File: config.mk
export PLATFORM = sky130hd
export DESIGN_NAME = eq_compare_arbiter_flat
export DESIGN_NICKNAME = d
export VERILOG_FILES = /design/src/rtl/eq_compare_arbiter_if.sv /design/src/rtl/eq_compare_arbiter.sv /design/src/flat_wrapper.sv
export SDC_FILE = /design/constraint.sdc
export NUM_CORES = 1
export LEC_CHECK = 0
export ABC_AREA = 1
export CAP_MARGIN = 40
export CORE_ASPECT_RATIO = 0.9
export CORE_UTILIZATION = 45
export CTS_CLUSTER_DIAMETER = 40
export CTS_CLUSTER_SIZE = 30
export DETAILED_ROUTE_END_ITERATION = 8
export PLACE_DENSITY = 0.81
export SYNTH_ARGS = -nofsm -noshare
export SYNTH_HDL_FRONTEND = slang
export SYNTH_SLANG_ARGS = --single-unit
File: constraint.sdc
create_clock -name CLK -period 2.1 [get_ports CLK]
set_input_delay 0.42 -clock CLK [delete_from_list [all_inputs] [get_ports CLK]]
set_output_delay 0.42 -clock CLK [all_outputs]
set_load 0.005 [all_outputs]
File: src/rtl/eq_compare_arbiter_if.sv
// Handshake bundle for the shared equality comparator: N_REQ operand-pair
// requesters, one back-pressurable response channel and statistics counters.
interface eq_compare_arbiter_if #(
  parameter int WIDTH = 3,
  parameter int N_REQ = 4,
  parameter int ID_W  = 2,
  parameter int CNT_W = 16
);
  logic [N_REQ-1:0]       req_valid;
  logic [N_REQ-1:0]       req_ready;
  logic [N_REQ*WIDTH-1:0] req_a;
  logic [N_REQ*WIDTH-1:0] req_b;
  logic                   resp_valid;
  logic                   resp_ready;
  logic [ID_W-1:0]        resp_id;
  logic                   resp_eq;
  logic                   clr_counts;
  logic [CNT_W-1:0]       cmp_count;
  logic [CNT_W-1:0]       match_count;

  modport master (
    output req_valid, req_a, req_b, resp_ready, clr_counts,
    input  req_ready, resp_valid, resp_id, resp_eq, cmp_count, match_count
  );

  modport slave (
    input  req_valid, req_a, req_b, resp_ready, clr_counts,
    output req_ready, resp_valid, resp_id, resp_eq, cmp_count, match_count
  );
endinterface

File: src/rtl/eq_compare_arbiter.sv
// One WIDTH-bit equality comparator shared round-robin between N_REQ requesters,
// with a single registered response slot and saturating compare/match counters.
module eq_compare_arbiter #(
  parameter int WIDTH = 3,
  parameter int N_REQ = 4,
  parameter int ID_W  = 2,
  parameter int CNT_W = 16
) (
  input  logic               CLK,
  input  logic               ASYNCRESETN,
  eq_compare_arbiter_if.slave bus
);

  function automatic logic [CNT_W-1:0] sat_inc(input logic [CNT_W-1:0] cnt);
    return (cnt == '1) ? cnt : cnt + CNT_W'(1);
  endfunction

  logic [ID_W-1:0]  rr_ptr;
  logic [N_REQ-1:0] eq_vec;
  logic [N_REQ-1:0] grant;
  logic [ID_W-1:0]  hi_idx, lo_idx, gnt_idx, next_ptr;
  logic             hi_hit, gnt_any, can_accept, xfer, pair_eq;

  logic             vld_p1;
  logic [ID_W-1:0]  id_p1;
  logic             eq_p1;
  logic [CNT_W-1:0] cmp_cnt, match_cnt;

  always_comb begin
    eq_vec = '0;
    for (int i = 0; i < N_REQ; i++)
      eq_vec[i] = (bus.req_a[i*WIDTH +: WIDTH] == bus.req_b[i*WIDTH +: WIDTH]);
  end

  // Lowest valid index at or above rr_ptr wins; otherwise wrap to the lowest valid index.
  always_comb begin
    hi_idx = '0;
    hi_hit = 1'b0;
    lo_idx = '0;
    for (int i = N_REQ-1; i >= 0; i--) begin
      if (bus.req_valid[i] && (ID_W'(i) >= rr_ptr)) begin
        hi_idx = ID_W'(i);
        hi_hit = 1'b1;
      end
      if (bus.req_valid[i])
        lo_idx = ID_W'(i);
    end
  end

  assign gnt_any    = |bus.req_valid;
  assign gnt_idx    = hi_hit ? hi_idx : lo_idx;
  assign grant      = gnt_any ? (N_REQ'(1) << gnt_idx) : '0;
  assign can_accept = !vld_p1 || bus.resp_ready;
  assign xfer       = can_accept && gnt_any;
  assign pair_eq    = |(grant & eq_vec);
  assign next_ptr   = (gnt_idx == ID_W'(N_REQ-1)) ? '0 : gnt_idx + ID_W'(1);

  assign bus.req_ready = can_accept ? grant : '0;

  // Stage p1: registered compare result and statistics
  always_ff @(posedge CLK or negedge ASYNCRESETN) begin
    if (!ASYNCRESETN) begin
      vld_p1    <= 1'b0;
      id_p1     <= '0;
      eq_p1     <= 1'b0;
      rr_ptr    <= '0;
      cmp_cnt   <= '0;
      match_cnt <= '0;
    end else begin
      if (xfer) begin
        vld_p1 <= 1'b1;
        id_p1  <= gnt_idx;
        eq_p1  <= pair_eq;
        rr_ptr <= next_ptr;
      end else if (bus.resp_ready) begin
        vld_p1 <= 1'b0;
      end

      if (bus.clr_counts) begin
        cmp_cnt   <= '0;
        match_cnt <= '0;
      end else if (xfer) begin
        cmp_cnt <= sat_inc(cmp_cnt);
        if (pair_eq)
          match_cnt <= sat_inc(match_cnt);
      end
    end
  end

  assign bus.resp_valid  = vld_p1;
  assign bus.resp_id     = id_p1;
  assign bus.resp_eq     = eq_p1;
  assign bus.cmp_count   = cmp_cnt;
  assign bus.match_count = match_cnt;

endmodule

File: src/flat_wrapper.sv
// flat-port wrapper written by rule: the top's interface ports become plain ports
module eq_compare_arbiter_flat 
#(
  parameter int WIDTH = 3,
  parameter int N_REQ = 4,
  parameter int ID_W  = 2,
  parameter int CNT_W = 16
)
  (CLK, ASYNCRESETN, bus_req_valid, bus_req_a, bus_req_b, bus_resp_ready, bus_clr_counts, bus_req_ready, bus_resp_valid, bus_resp_id, bus_resp_eq, bus_cmp_count, bus_match_count);
  eq_compare_arbiter_if #(.WIDTH(WIDTH), .N_REQ(N_REQ), .ID_W(ID_W), .CNT_W(CNT_W)) bus_i ();
  input  logic CLK;
  input  logic ASYNCRESETN;
  input wire logic [$bits(bus_i.req_valid)-1:0] bus_req_valid;
  input wire logic [$bits(bus_i.req_a)-1:0] bus_req_a;
  input wire logic [$bits(bus_i.req_b)-1:0] bus_req_b;
  input wire logic [$bits(bus_i.resp_ready)-1:0] bus_resp_ready;
  input wire logic [$bits(bus_i.clr_counts)-1:0] bus_clr_counts;
  output wire logic [$bits(bus_i.req_ready)-1:0] bus_req_ready;
  output wire logic [$bits(bus_i.resp_valid)-1:0] bus_resp_valid;
  output wire logic [$bits(bus_i.resp_id)-1:0] bus_resp_id;
  output wire logic [$bits(bus_i.resp_eq)-1:0] bus_resp_eq;
  output wire logic [$bits(bus_i.cmp_count)-1:0] bus_cmp_count;
  output wire logic [$bits(bus_i.match_count)-1:0] bus_match_count;
  assign bus_i.req_valid = bus_req_valid;
  assign bus_i.req_a = bus_req_a;
  assign bus_i.req_b = bus_req_b;
  assign bus_i.resp_ready = bus_resp_ready;
  assign bus_i.clr_counts = bus_clr_counts;
  assign bus_req_ready = bus_i.req_ready;
  assign bus_resp_valid = bus_i.resp_valid;
  assign bus_resp_id = bus_i.resp_id;
  assign bus_resp_eq = bus_i.resp_eq;
  assign bus_cmp_count = bus_i.cmp_count;
  assign bus_match_count = bus_i.match_count;
  eq_compare_arbiter #(.WIDTH(WIDTH), .N_REQ(N_REQ), .ID_W(ID_W), .CNT_W(CNT_W)) u_core (.CLK(CLK), .ASYNCRESETN(ASYNCRESETN), .bus(bus_i));
endmodule
==> flow_metrics.py <==
metrics = {
    "status": {
        "outcome": "complete, but fails checks",
        "failed_checks": "design-rule violations, negative setup slack",
    },
    "layout": {
        "area_growth_syn_to_layout_pct": 43.7,
        "finalNonFillerCells": 574,
        "design_area_um2": 3910,
        "nets": 542,
        "postLayoutCoreUtil_pct": 67.9,
        "num_antenna_cells": 0,
        "drive_above_1_share_pct": 18.1,
    },
    "worst_setup_path": {
        "critPathLaunchType": "flop",
        "path_class": "reg -> out",
        "cp-endpoint": "bus_req_ready[0]",
        "reg2reg_depth": 17,
        "r2r-start": "u_core.rr_ptr[1]$_DFFE_PN0P_",
        "end_kind": "primary output",
        "crit_required_ps": 1680,
        "path_cells": "inv_2, nand3_2, nand2_1, inv_1, o211ai_1, nand3_1, buf_6, ha_4, inv_2, nor2_1, buf_2",
        "regToRegSetupSlack_ps": -20,
        "crit_slowest_cell": "dfrtp_1",
        "worst_ep_arrival_time_ps": 1760,
        "crit_fanout": 3,
        "startpoint": "u_core.rr_ptr[1]$_DFFE_PN0P_",
        "worst_path_largest_cell_delay_ps": 410,
        "crit_top_cell": "inv_2",
        "r2r-end": "u_core.bus.match_count[13]$_DFFE_PN0P_",
    },
    "clock_network": {
        "insertion_delay_ps": 310,
        "postCtsHoldBufs": 0,
        "cts_tree": "yes",
        "clk_pin_slew_ps": 80,
        "numCtsBuffers": 5,
        "cts_root_buf": "clkbuf_8",
        "htreeDepth": 2,
        "cts_buffer_depth": 2,
        "cts.sinks": 38,
    },
    "floorplanning": {
        "core_um2": 5760,
        "dieArea_um2": 6360,
        "die_y_um": 75.7,
        "start_util_pct": 47.2,
        "fp-row-count": 26,
        "die_w_um": 83.9,
        "ios": 72,
    },
    "sta": {
        "rsz0062_at_grt": "yes",
        "fin_skew_ps": 8.15,
        "fmax_mhz": 458,
        "report.final.slew_viol_count": 0,
        "setup_ws_ps": -82.0,
        "hold_violations": 0,
        "setup_viol": 9,
        "slew_headroom_pct": 69.4,
        "period_minus_slack_ps": 2180,
        "tightest_slew_ps": 457,
        "finalCritPeriodShare_pct": 104,
        "setup_tns_ps": -327,
    },
    "placed_design": {
        "place_area_um2": 3610,
        "portBuffers": 71,
        "hpwlAfterDp_um": 5100,
        "place_inst": 561,
        "routabilityCongestion": 0.821,
        "post-place-ws_ps": -797,
    },
    "routing": {
        "avgRoutedWirePerCell_um": 12.6,
        "dr_total_vias": 2939,
        "drtIter0Drc": 135,
        "drcViolationCount": 5,
        "drt_wl_total_um": 7260,
        "ant_nets": 0,
        "dr.pass1.iters": 7,
        "viasPerCell": 5.12,
    },
    "global_route": {
        "antenna_found_initial": 0,
        "grt_pass1_vias": 2779,
        "grt_pass1_wl_um": 12000,
        "grt_start_max_net_pins": 39,
        "grt_overflow": 0,
        "globalRouteTotalUtil_pct": 23.8,
    },
    "logic_synthesis": {
        "syn_area_um2": 2720,
        "synth_common_cells": "nand2_1, inv_1, nand3_1, dfrtp_1, nor2_1",
        "yosysSeqAreaShare_pct": 35.0,
        "synth.distinct_cells": 30,
        "post-synth-top-count-cell": "nand2_1",
        "syn_nets": 449,
        "syn_avg_cell_area_um2": 6.62,
        "yosys.area.top_type": "dfrtp_1",
        "synth.area.top_cells": "dfrtp_1, nand2_1, inv_1",
        "synth_flop_cell": "dfrtp_1",
        "yosysWarnings": 0,
        "yosysTopAreaCellShare_pct": 35.0,
        "syn_inst": 411,
        "postSynth.asyncResetShare_pct": 100,
        "ys_seq_elements": 38,
        "synth_edf_count": 0,
    },
    "min_path": {
        "hp-class": "in -> async",
    },
    "power_and_ir_drop": {
        "p_comb_share_pct": 39.7,
        "power_frac_clock_pct": 22.5,
        "p_seq_share_pct": 37.8,
        "p_int_w": 0.00144,
        "ir_drop_mv": 0.412,
        "p_switching_w": 0.000756,
        "power_switching_share_pct": 34.4,
        "pwr_density_cell_nw_per_um2": 563,
        "cellLeakagePower_nw": 1.92,
    },
    "run": {
        "maxCapViolCount": 0,
    },
}
[repair_timing]
action,4_1_cts,5_1_grt
pin swaps,13,26
gates cloned,0,1
setup buffers,3,2
resized for setup,45,29
endpoints found under the setup margin,21,20
[power groups by stage]
| stage | combinational (W) | sequential (W) | clock (W) |
|---|---|---|---|
| 3_5_place_dp | 0.000662 | 0.000835 | 0 |
| 6_report | 0.000874 | 0.000831 | 0.000496 |
| 4_1_cts | 0.000767 | 0.000830 | 0.000504 |
| 2_1_floorplan | 0.000325 | 0.000834 | 0 |
| 3_3_place_gp | 0.000646 | 0.000835 | 0 |
| 5_1_grt | 0.000956 | 0.000839 | 0.000529 |
[cell type report]
class                           count  area [µm²]
Inverter                           79         298
Clock buffer                        7        76.3
Fill cell                         478        1850
Multi-Input combinational cell    284        1580
Sequential cell                    38         951
Tap cell                           70        87.6
Timing Repair Buffer               96         915
[worst min-delay path by stage]
stage                start                               endpoint  slack (ps)  depth (start not counted)
2_1_floorplan  ASYNCRESETN    u_core.bus.cmp_count[0]$_DFFE_PN0P_         120                          0
3_3_place_gp   ASYNCRESETN  u_core.bus.match_count[4]$_DFFE_PN0P_         410                          2
3_5_place_dp   ASYNCRESETN  u_core.bus.match_count[4]$_DFFE_PN0P_         410                          2
4_1_cts        ASYNCRESETN    u_core.bus.cmp_count[5]$_DFFE_PN0P_          80                          2
5_1_grt        ASYNCRESETN  u_core.bus.match_count[4]$_DFFE_PN0P_         110                          2
6_report       ASYNCRESETN  u_core.bus.match_count[4]$_DFFE_PN0P_          70                          2
[worst max-delay path: cells and delay by family, from the launching register on]
family                   cells  cell delay, ps
AO/OA/AOI/OAI                1              90
adder cells (fa/ha/maj)      1             160
buffers and inverters        5             470
flip-flops                   1             410
AND/OR/NAND/NOR              4             330
[cell families (layout without fill, tap and decap cells)]
kind of cell / Yosys count / count (layout) / synth area share (%)
buffers and inverters: 89 / 182 / 13.1
flip-flops: 38 / 38 / 35.0
adder cells (fa/ha/maj): 6 / 6 / 2.76
AND/OR/NAND/NOR: 239 / 239 / 40.0
XOR/XNOR: 12 / 12 / 3.87
AO/OA/AOI/OAI: 27 / 27 / 5.25
[routing by layer]
metal  track usage, %  part of all wire (%)  wire [µm]  vias up
met2             42.0                    47       3420       94
met5                0                     0          0        -
met4             12.3                   3.3        240        0
met1             28.8                    45       3230     1339
met3             3.79                   5.0        363       26
li1                 -                     -          -     1480
[per-stage QoR]
step / hold WS [ps] / power, W
global route: 108 / 0.00232
floorplan: 124 / 0.00116
finish: 69.1 / 0.00220
CTS: 82.2 / 0.00210
global placement: 405 / 0.00148
detailed placement: 405 / 0.00150
[cell usage in the layout, fill, tap and decap left out, types with 2 or more instances in the layout]
cell	instances
a21oi_1	8
buf_2	5
buf_4	17
buf_6	5
buf_8	2
clkbuf_1	2
clkbuf_8	5
clkdlybuf4s50_1	62
dfrtp_1	38
dlygate4sd2_1	4
ha_1	2
ha_4	4
inv_1	64
inv_2	14
nand2_1	112
nand2_2	7
nand3_1	24
nand3_2	18
nand3_4	2
nand4_1	24
nor2_1	37
nor2_2	3
nor2_4	3
nor3_1	6
o21ai_0	6
o21ai_1	9
xor2_1	11
[registers in the layout (all words and copies together), names as in the netlist]
register and flops:
u_core.bus.resp_valid 1, u_core.rr_ptr 2, u_core.bus.resp_eq 1, u_core.bus.match_count 16, u_core.bus.cmp_count 16, u_core.bus.resp_id 2
Power figures use the tool's default switching activity.
